[src/rtl/store_unit.sv]
// MEM-stage store path: lane formatting, misalignment check,
// and a small store buffer draining to data memory.
module store_unit #(
  parameter int DEPTH = 2
) (
  input  logic        clk,
  input  logic        reset,
  input  logic        st_valid,
  input  logic [1:0]  st_type,
  input  logic [31:0] st_addr,
  input  logic [31:0] st_wdata,
  output logic        st_ready,
  output logic        st_exc,
  input  logic [31:0] ld_addr,
  output logic        ld_hit,
  output logic        sb_empty,
  output logic        m_wvalid,
  output logic [31:0] m_addr,
  output logic [31:0] m_wdata,
  output logic [3:0]  m_byteen,
  input  logic        m_wready
);

  localparam int PW = $clog2(DEPTH);
  localparam int CW = $clog2(DEPTH + 1);
  localparam logic [CW-1:0] FULL = CW'(DEPTH);

  typedef struct packed {
    logic [29:0] wa;
    logic [31:0] data;
    logic [3:0]  be;
  } sb_ent_t;

  sb_ent_t          mem [DEPTH];
  logic [DEPTH-1:0] vld;
  logic [PW-1:0]    rd_ptr;
  logic [PW-1:0]    wr_ptr;
  logic [CW-1:0]    count;

  logic    is_sw;
  logic    is_sh;
  logic    is_sb;
  logic    is_rsv;
  logic    misal;
  sb_ent_t fmt;
  sb_ent_t head;
  logic    push;
  logic    pop;
  logic    ld_unused;

  assign is_sw  = (st_type == 2'b00);
  assign is_sh  = (st_type == 2'b01);
  assign is_sb  = (st_type == 2'b10);
  assign is_rsv = (st_type == 2'b11);

  always_comb begin
    fmt    = '0;
    misal  = 1'b0;
    fmt.wa = st_addr[31:2];
    unique case (1'b1)
      is_sw: begin
        fmt.be   = 4'b1111;
        fmt.data = st_wdata;
        misal    = (st_addr[1:0] != 2'b00);
      end
      is_sh: begin
        fmt.be   = st_addr[1] ? 4'b1100 : 4'b0011;
        fmt.data = {2{st_wdata[15:0]}};
        misal    = st_addr[0];
      end
      is_sb: begin
        fmt.be   = 4'b0001 << st_addr[1:0];
        fmt.data = {4{st_wdata[7:0]}};
      end
      is_rsv: misal = 1'b1;
      default: misal = 1'b1;
    endcase
  end

  assign st_exc   = st_valid & misal;
  assign st_ready = (count < FULL);
  assign m_wvalid = (count != '0);
  assign sb_empty = (count == '0);
  assign push     = st_valid & st_ready & ~st_exc;
  assign pop      = m_wvalid & m_wready;

  assign head     = mem[rd_ptr];
  assign m_addr   = m_wvalid ? {head.wa, 2'b00} : '0;
  assign m_wdata  = m_wvalid ? head.data : '0;
  assign m_byteen = m_wvalid ? head.be : '0;

  // Word granularity: byte offset of the load is irrelevant.
  assign ld_unused = ^ld_addr[1:0];

  always_comb begin
    ld_hit = 1'b0;
    for (int i = 0; i < DEPTH; i++) begin
      if (vld[i] && mem[i].wa == ld_addr[31:2])
        ld_hit = 1'b1;
    end
  end

  always_ff @(posedge clk) begin
    if (reset) begin
      count  <= '0;
      rd_ptr <= '0;
      wr_ptr <= '0;
      vld    <= '0;
    end else begin
      if (pop) begin
        vld[rd_ptr] <= 1'b0;
        rd_ptr      <= rd_ptr + PW'(1);
      end
      if (push) begin
        mem[wr_ptr] <= fmt;
        vld[wr_ptr] <= 1'b1;
        wr_ptr      <= wr_ptr + PW'(1);
      end
      unique case ({push, pop})
        2'b10:   count <= count + CW'(1);
        2'b01:   count <= count - CW'(1);
        default: count <= count;
      endcase
    end
  end

endmodule

[config.mk]
export PLATFORM = sky130hd
export DESIGN_NAME = store_unit
export DESIGN_NICKNAME = d
export VERILOG_FILES = /design/src/rtl/store_unit.sv
export SDC_FILE = /design/constraint.sdc
export NUM_CORES = 1
export LEC_CHECK = 0
export ABC_AREA = 1
export CAP_MARGIN = 20
export CORE_MARGIN = 2
export CORE_UTILIZATION = 45
export DETAILED_ROUTE_END_ITERATION = 10
export PLACE_DENSITY = 0.77
export RECOVER_POWER = 25
export SETUP_SLACK_MARGIN = 0.2
export SLEW_MARGIN = 0
export SYNTH_ARGS = -nofsm -noshare
export SYNTH_HDL_FRONTEND = slang
export SYNTH_SLANG_ARGS = --single-unit
export TNS_END_PERCENT = 10
[constraint.sdc]
create_clock -name clk -period 4.47 [get_ports clk]
set_input_delay 0.894 -clock clk [delete_from_list [all_inputs] [get_ports clk]]
set_output_delay 0.894 -clock clk [all_outputs]
set_load 0.01 [all_outputs]
# Yosys cells after proc, flatten, opt, wreduce, memory -nomap -nowiden
# Memories as Yosys holds them, arrays and structs flattened. A register that Yosys moved wholly into a read port is not among the register bits.
# Cells that the tools add are included.
[word_totals] mem_count=1 regBits=6 ram_bits=132 out_inout_bits=73
[classes] addsub=4 n_reduce_logical=9 shifts=1 n_eq_ne=6 order_cmp=5 bitwise_logic=8 n_mux=21
[memory_table] name="mem" words=2 word_bits=66 rd=3 rd_ports_with_merged_regs=1 wr=1 line_no="34" rtl="sb_ent_t mem [DEPTH];"
[op_table] operator="$pmux 36 s3" n=1
[op_table] operator="$mux 32" n=2
[op_table] operator="$eq 30x30->1" n=2
[op_table] operator="$mux 1" n=9
[op_table] operator="$mux 4" n=2
[op_table] operator="$mux 2" n=3
[op_table] operator="$reduce_bool 2->1" n=3
[op_table] operator="$and 1x1->1" n=4
[op_table] operator="$eq 2x1->1 const B" n=2
[op_table] operator="$eq 2x2->1 const B" n=2
[op_table] operator="$logic_and 1x1->1" n=4
[op_table] operator="$logic_not 2->1" n=2
[op_table] operator="$lt 1x2->1 const B" n=2
[op_table] operator="$pmux 2 s2" n=1
[op_table] operator="$shl 1x2->4 const A" n=1
[op_table] operator="$pmux 1 s3" n=1
[op_table] operator="$add 1x1->1 const B" n=2
[op_table] operator="$add 2x1->2 const B" n=1
[op_table] operator="$and 2x2->2" n=1
[op_table] operator="$demux 1 s1" n=2
[op_table] operator="$ge 1x1->1 const B" n=2
[op_table] operator="$lt 2x2->1 const B" n=1
[op_table] operator="$not 2->2" n=1
[op_table] operator="$or 2x2->2" n=1
[op_table] operator="2 further kinds" n=2

# Longest topological paths before layout
# Gate-level depths: netlist of the first run.
[depth] word_depth=10 ltp_mapped=10 mapped_depth_nobuf=10

# Least setup slack after synthesis of the first run
# No wires, ideal clock.
[synth_timing] path_kind="input-to-reg" start="in st_type[1]" end="mem mem[0][0] (netlist name), enable pin" n_path_buf=1 setup_slack_ps=-128 path_stages=6 t_required_ps=3980 setup_time_ps=490 t_arrival_ps=4108 path_cell_list="buf_6 > inv_4 > o211ai_1 > nand3_2 > nand2_4 > nor2_1"
[synth_via] elab_chain_cells=8
[synth_rtl] element="from (decl)" line_no="9" rtl="input logic [1:0] st_type,"
[synth_rtl] element="$eq 2x2->1, or another cell as far along" line_no="53" rtl="assign is_sb = (st_type == 2'b10);"
[synth_rtl] element="$pmux 1 s3 (*)" line_no="60" rtl="unique case (1'b1)"
[synth_rtl] element="$and 1x1->1 (*)" line_no="80" rtl="assign st_exc = st_valid & misal;"
[synth_rtl] element="$not 1->1 (*)" line_no="84" rtl="assign push = st_valid & st_ready & ~st_exc;"
[synth_rtl] element="$and 1x1->1 (*)" line_no="84"
[synth_rtl] element="$mux 1 (*)" line_no="114" rtl="if (push) begin"
[synth_rtl] element="$mux 1 (*)" line_no="104" rtl="if (reset) begin"
[synth_rtl] element="$mux 1 (implied by the code) (*)" line_no="115" rtl="mem[wr_ptr] <= fmt;"
[synth_rtl] element="to (decl)" line_no="34"
# Mark *: on every way between the ends. The rest lies on a longest branch, timed or not.

# Worst setup path in the final report of the first run
[layout_timing] start="in st_type[1]" end="out st_exc"
[layout_via] elab_chain_cells=3
[layout_rtl] element="$eq 2x2->1, or another cell as far along" line_no="53"
[layout_rtl] element="$pmux 1 s3 (*)" line_no="60"
[layout_rtl] element="$and 1x1->1 (*)" line_no="80"
[layout_rtl] element="to (decl)" line_no="13" rtl="output logic st_exc,"
# Marks and branches as above.

==> summary by stage, run 1 <==
Die
The total area inside the core boundary comes to around 15000 µm². The floorplan step defined a die boundary enclosing 16200 µm². The number of core rows is 45. The initial utilization of the core area, before any placement, comes to 0.456. The die is roughly 130 µm tall. The floorplan step set the die width to around 130 µm. The number of I/O pins is 175.

Timing
Adding up every negative setup slack in the final design gives 0 ps. The final period utilization is 0.815. Setup violations remaining at the end of the flow were counted as 0.

On the final layout, the worst clock skew is 5.14 ps. The minimum setup slack in the final design is 826 ps. Setup repair after global routing left no endpoint under its margin.

Static timing analysis puts the maximum clock frequency at 274 MHz. The number of hold violations in the final report is 0. At the pin with the least slew margin, the transition time is 959 ps. Headroom to the max-slew limit came out at 0.361.

The total count of max-transition violations in the final report is 0. The smallest clock period supported by the final layout is computed as 3640 ps.

Placed design
The half-perimeter wire length after placement is 11900 µm. At the end of routability-driven placement, the weighted congestion stood at 0.836. The number of placed cells counting well taps is approximately 1100. The area after detailed placement is 8690 µm².

The count of input and output buffers is 170. The pre-CTS setup slack is 816 ps.

Worst setup path
The endpoint identified for the worst register-to-register timing path is mem[0][6]. The launching element type of the critical path is an input port. The start of the worst register-to-register path is count[1]. Along the worst path, the maximum fanout reaches 13. The largest single stage delay on the critical path is 850 ps. Among all stages on the critical path, the largest delay is contributed by sky130_fd_sc_hd__dlygate4sd3_1. The worst setup path is captured at a primary output. The required time reported for the critical path endpoint is approximately 3600 ps. The register-to-register path setup slack is ~2800 ps. The signal on the critical path passes through dlygate4sd3_1 > inv_4 > o211ai_1 > nand3_2 > inv_1 > clkdlybuf4s50_1. The data arrival time of the critical path is 2750 ps.

For the worst flop-to-flop path, the logic depth is 4. By startpoint and endpoint, the worst setup path is classified as in -> out.

GRT
Across every metal layer, demand over resource in global routing totals 0.216. The number of global-route vias before repair is 5374. The number of antenna violations at the first check in global routing came to 2. The met1 usage is 0.250.

The met2 track demand over resource in global routing is 0.376. The total congestion overflow after global routing is 0. The layer with the highest usage after global routing is met2.

The met3 routing resource usage after global routing is 0.0678. The largest net degree at the start of global routing is 82. The first-pass GRT wire length is 26700 µm.

Synthesis
During synthesis, Yosys emitted a total of 0 warnings. After technology mapping, the gate count stands at 745. After synthesis, the mean cell area works out to 9.20 µm². Of the post-synthesis cell area, the dominant cell type holds 0.578. The synthesized design spends more area on one cell type than any other, namely sky130_fd_sc_hd__edfxtp_1. The post-synthesis cell type count is 29.

The netlist area before placement is 6860 µm². Of the synthesized area, sequential elements account for 0.599. Counting flops and latches in the post-synthesis netlist gives 139. Sorting the synthesized cells by area gives the leading types as sky130_fd_sc_hd__edfxtp_1 (58%), sky130_fd_sc_hd__nand2_1 (13%), sky130_fd_sc_hd__inv_1 (6.6%).

Power and ir drop
Across the VDD grid, the largest voltage drop is 0.322 mV. The ratio of total power to cell area is 461 nW/µm². For this design the static power due to leakage is 0.00378 µW.

Clock network
The setup fix buffers added after clock tree synthesis is 0. After clock tree synthesis, the clock-pin slew on the worst setup and hold paths is 50 ps. The CTS tree is yes.

The quantity of hold-fixing buffers added after cts is 0. The buffer depth of the longest clock path is 2. The clock root buffer master is sky130_fd_sc_hd__clkbuf_16. The TritonCTS buffer count is 17.

At the later pin of the worst-skew pair, clock insertion delay measures ~420 ps. The number of sinks handled by clock tree synthesis is 139. The H-tree was split into 4 levels. The total of cells resized after clock tree synthesis is 0.

Finish
For this run, the share of the core covered by cells in the final layout is 0.614. The fraction of final layout cells sized beyond drive strength 1 is 0.0561. Compared with the post-synthesis result, the final layout area differs by 34.6%. The final-stage net count is around 1000. The layout filler cell count is about 1300. For this run, the number of standard cells in the final layout without fillers is 1118. Summing all non-filler instances in the final layout gives an area of 9230 µm².

Worst hold path
The type of the worst min-delay path is reg -> reg. Counting instances, the worst hold path has a depth of 2. The worst hold path begins at vld[1].

The path with the worst hold slack has its endpoint at vld[1].

Routing
In this run the remaining antenna-violating nets after routing total 0. The routed wire length is ~17000 µm. The via count normalized by instance count is ~4.9. The routed layout has 5497 vias. The number of optimization iterations in the first detailed-route pass is 5. The average wire length per cell after detail routing is 15.3 µm. For this run, design rule violations remaining after detail routing come to 0.

The number of DRC markers after the initial detailed-route iteration is between 300 and 400.

Status
The run finished with clean final reports.

Run
The max-capacitance violation count is 0.
[where the power goes]
group,leakage (µW),total [µW],switching [µW],internal (µW)
Combinational,0.00225,1400,768,634
Sequential,0.00127,1570,38.1,1530
Clock,0.000262,1290,525,761
[flip-flops by register name, indices dropped and copies added (netlist names), named ones only]
signal	cells
rd_ptr	1
count	2
wr_ptr	1
mem	132
vld	2
[Yosys cell counts, drive strengths merged]
| cell type | count |
|---|---|
| nor2 | 42 |
| xnor2 | 16 |
| mux2 | 5 |
| nand2 | 241 |
| inv | 124 |
| conb | 1 |
| clkbuf | 3 |
| o22ai | 1 |
| o31ai | 1 |
| nand3 | 12 |
| a211oi | 3 |
| ha | 1 |
| o21ai | 41 |
| o211ai | 9 |
| buf | 24 |
| xor2 | 3 |
| dfxtp | 7 |
| nand4 | 4 |
| a21oi | 75 |
| edfxtp | 132 |
[worst max path at each step]
stage | from | to | slack, ps | depth (start not counted)
6_report | st_type[1] | st_exc | 830 | 6
5_1_grt | ld_addr[17] | ld_hit | 720 | 12
4_1_cts | st_type[1] | st_exc | 830 | 6
3_5_place_dp | st_type[1] | st_exc | 820 | 6
3_3_place_gp | st_type[1] | st_exc | 840 | 6
2_1_floorplan | st_type[1] | mem[0][0] | -130 | 6
[metrics by stage]
step | hold WS (ps) | total power (µW)
2_1_floorplan | 451 | 2290
3_3_place_gp | 473 | 3010
3_5_place_dp | 471 | 3020
4_1_cts | 483 | 4310
5_1_grt | 511 | 4470
6_report | 483 | 4260
[final cells by class]
class,count,area [µm²],share of cell area
flip-flops and latches,139,4110,0.445
clock inverters,15,128,0.0138
diodes,3,7.51,0.000814
multi-input cells,456,2110,0.229
inverters,124,470,0.0510
clock buffers,17,425,0.0461
well taps,188,235,0.0255
repair buffers,176,1750,0.189
[per-layer routing]
metal,wire (µm),vias up
met3,1680,24
met2,8360,213
met1,6650,2500
met4,378,0
li1,-,2760
met5,0,-
[logic make-up (layout without fill, tap and decap cells)]
logic type	after synthesis	in the layout	share of synthesized area
mux	5	5	0.00821
flops	139	139	0.599
other cells	1	5	0.000547
simple gates	299	299	0.174
buf+inv	151	332	0.0931
xor+xnor	19	19	0.0243
compound gates	130	130	0.0998
fa+ha+maj	1	1	0.00182
[layout by cell type, fill, tap and decap left out]
cell and instances:
sky130_fd_sc_hd__o211ai_1 9, sky130_fd_sc_hd__nand3_2 1, sky130_fd_sc_hd__clkdlybuf4s50_1 138, sky130_fd_sc_hd__clkbuf_16 17, sky130_fd_sc_hd__nand3_1 11, sky130_fd_sc_hd__xor2_1 3
sky130_fd_sc_hd__a21oi_1 75, sky130_fd_sc_hd__buf_4 6, sky130_fd_sc_hd__bufinv_16 1, sky130_fd_sc_hd__inv_1 120, sky130_fd_sc_hd__clkinv_1 1, sky130_fd_sc_hd__nor2_4 3
sky130_fd_sc_hd__ha_1 1, sky130_fd_sc_hd__inv_6 1, sky130_fd_sc_hd__dfxtp_1 6, sky130_fd_sc_hd__conb_1 2, sky130_fd_sc_hd__dlygate4sd3_1 32, sky130_fd_sc_hd__o21ai_1 2
sky130_fd_sc_hd__o21ai_0 39, sky130_fd_sc_hd__a211oi_1 3, sky130_fd_sc_hd__clkinvlp_4 4, sky130_fd_sc_hd__inv_2 2, sky130_fd_sc_hd__dfxtp_2 1, sky130_fd_sc_hd__o22ai_1 1
sky130_fd_sc_hd__mux2_2 5, sky130_fd_sc_hd__nand2_4 1, sky130_fd_sc_hd__xnor2_1 16, sky130_fd_sc_hd__diode_2 3, sky130_fd_sc_hd__nor2_1 39, sky130_fd_sc_hd__inv_4 2
sky130_fd_sc_hd__o31ai_1 1, sky130_fd_sc_hd__edfxtp_1 132, sky130_fd_sc_hd__clkinv_4 4, sky130_fd_sc_hd__nand4_1 4, sky130_fd_sc_hd__nand2_1 240, sky130_fd_sc_hd__clkinv_2 4
[worst max-delay path, delay by kind of cell]
family,cells,cell delay (ps)
AND/OR/NAND/NOR,1,110
buffers and inverters,4,1590
AO/OA/AOI/OAI,1,150
No activity file was read; power rests on OpenSTA's default activity.
==> run 2: changes to the inputs <==
Settings changed: PLACE_DENSITY 0.77 to 0.74.
Clock period 4.47 ns to 3.64 ns, I/O delays scaled along.
==> run 2 against run 1 <==
Sequential share of layout area is 0.090 points lower. Register-to-register slack got worse by 1700 ps. Worst hold slack improved by 12 ps. Flip-flop and latch count unchanged. Largest power group unchanged. Highest routed layer is now met5.
==> summary by stage, run 2 (synthesized netlist as in run 1, its figures left out) <==
Die
The number of core rows came to 45 (unchanged). The initial core utilization is 0.456 (unchanged). The vertical die dimension came to 127 µm (unchanged). The floorplan die width came to 127 µm (unchanged). The die footprint is 16200 µm² (unchanged).

The number of I/O pins is 175 (unchanged). The placeable core area is 15000 µm² (unchanged).

Clock network
The number of H-tree levels was 4 (unchanged). The clock latency at the later pin of the worst-skew pair is 420 ps (about the same). The number of sinks handled by clock tree synthesis is 139 (unchanged). The total of cells resized after clock tree synthesis is 0 (unchanged). The buffer depth of the longest clock path is 2 (unchanged).

The clock transition at the registers of the reported paths is 60 ps (about the same). The TritonCTS buffer count came to 17 (unchanged). The clock root buffer master is sky130_fd_sc_hd__clkbuf_16. The quantity of hold-fixing buffers added after cts is 0 (unchanged). TritonCTS built the clock tree. The setup fix buffers added after clock tree synthesis is 0 (unchanged).

Routing
The via count normalized by instance count came to 4.91 (-0.14%). The via count is 5504 (+0.13%). The routed wire length is 17200 µm (+0.91%). The average wire length per cell after detail routing is 15.4 µm (+0.64%). The number of DRC markers after the initial detailed-route iteration is 325 (-13%). The number of design rule violations left after detail routing is 0 (unchanged). The number of optimization iterations in the first detailed-route pass is 5 (unchanged). The number of routed nets with antenna violations is 0 (unchanged).

GRT
The first-pass GRT wire length came to 26900 µm (+0.67%). The number of global-route vias before repair is 5346 (-0.52%). The global-route usage over all layers is 0.218 (+0.00261). The largest net degree at the start of global routing is 42 (-49%). The number of antenna violations at the first check in global routing is 3 (+1).

The total congestion overflow after global routing was 0 (unchanged).

Placed design
The number of placed cells counting well taps came to 1088 (+0.46%). The pre-CTS setup slack is 368 ps (-448 ps). The count of input and output buffers is 170 (unchanged). The global placement routability congestion is 0.852 (+1.9%). The area after detailed placement is 8740 µm² (+0.58%). The half-perimeter wire length after placement is 12300 µm (+3.4%).

Timing
The worst slack on hold paths came to 494 ps (+11.6 ps). The final critical-path required period is 3180 ps. Setup repair after global routing left no endpoint under its margin. Static timing analysis puts the maximum clock frequency at around 310 MHz. The final setup skew is 6.91 ps (+1.76 ps). The minimum setup slack in the final design was 462 ps (-365 ps). Dividing the final minimum period by the clock period gives 0.873. The measured slew at the worst slew-check pin is 1010 ps (+55.3 ps).

The total count of max-transition violations in the final report came to 0 (unchanged). The worst-case headroom to the max-slew limit is 0.324 (-0.0369). The total setup violations reported at the end of the flow is 0 (unchanged). The number of hold violations in the final report is 0 (unchanged). The total negative setup slack is 0 ps (unchanged).

Worst setup path
Walking the worst path, the cells encountered are dlygate4sd3_1 > inv_1 > nand2_1 > nand3_1 > inv_1 > clkdlybuf4s50_1. The largest fanout of any net on the critical path is 11 (-2). The data arrival time of the critical path came to 2450 ps (-300 ps).

The register-to-register path setup slack is 1130 ps (-1680 ps). The launching element type of the critical path is an input port. The peak per-stage delay on the critical path came to 590 ps (-260 ps). The most repeated library cell on the critical path is sky130_fd_sc_hd__inv_1. The required time reported for the critical path endpoint is 2910 ps (-670 ps). The worst setup path is of the in -> out kind. Among all stages on the critical path, the largest delay is contributed by sky130_fd_sc_hd__dlygate4sd3_1. The category of the worst setup path capture point is a primary output.

Run
The max-capacitance violation count is 0 (unchanged).

Finish
The final-stage net count is 1022 (+0.49%). The largest registers in the layout are mem x132, count x2, vld x2. Leaving out fill and tap cells, the most frequent cells in the layout are sky130_fd_sc_hd__nand2_1 (241), sky130_fd_sc_hd__clkdlybuf4s50_1 (138), sky130_fd_sc_hd__edfxtp_1 (132), sky130_fd_sc_hd__inv_1 (121), sky130_fd_sc_hd__a21oi_1 (75). mem holds more flip-flops than any other register. The filler-free cell count of the finished design is 1121 (+0.27%).

The signed area change from the synthesized netlist to the final layout is 34.9%. The final instance area is 9250 µm² (+0.20%). The number of flip-flops in the largest register is 132 (unchanged).

The fraction of final layout cells sized beyond drive strength 1 is 0.0579 (+0.00184). The commonest non-fill, non-tap cell in the layout is sky130_fd_sc_hd__nand2_1.

Power and ir drop
The leakage power total is 0.00381 µW (+0.86%). The ratio of total power to cell area is 566 nW/µm² (+23%). The largest vdd supply drop is 0.379 mV (+18%).

Status
The run finished with clean final reports.

Worst hold path
The path class of the tightest hold or removal check is reg -> reg.
-- run 2: worst paths after layout --
path | from | to | cells after the start
min reg2reg | vld[0] | vld[0] | 2
max reg2reg | count[0] | count[1] | 8
min | vld[0] | vld[0] | 2
max | st_type[0] | st_exc | 6
-- run 2: per-layer routing --
layer / routed length (µm) / global-route usage
met1: 6990 / 0.258
met2: 8420 / 0.371
met3: 1600 / 0.0858
met4: 191 / 0.0621
met5: 25 / 0
-- run 2: power breakdown --
| part | internal, µW | switching, µW |
|---|---|---|
| clock | 878 | 676 |
| sequential | 1880 | 63.6 |
| combinational | 800 | 939 |
| total | 3560 | 1680 |
-- run 2: stage by stage --
stage          utilization  power, µW
3_3_place_gp         0.581       3730
5_1_grt              0.615       5510
4_1_cts              0.617       5310
2_1_floorplan            -       2810
6_report             0.615       5230
3_5_place_dp         0.581       3750
-- run 2: cell type report --
type	count	area [µm²]
fill	1256	5790
sequential	139	4110
multi-input combinational	456	2100
timing repair buffer	181	1800
inverter	124	470
clock buffer	17	425
tap	188	235
clock inverter	15	115
antenna	1	2.50
-- run 2: critical path, delay by kind of cell --
kind,cells,cell delay [ps]
buffers and inverters,4,1410
AND/OR/NAND/NOR,2,320
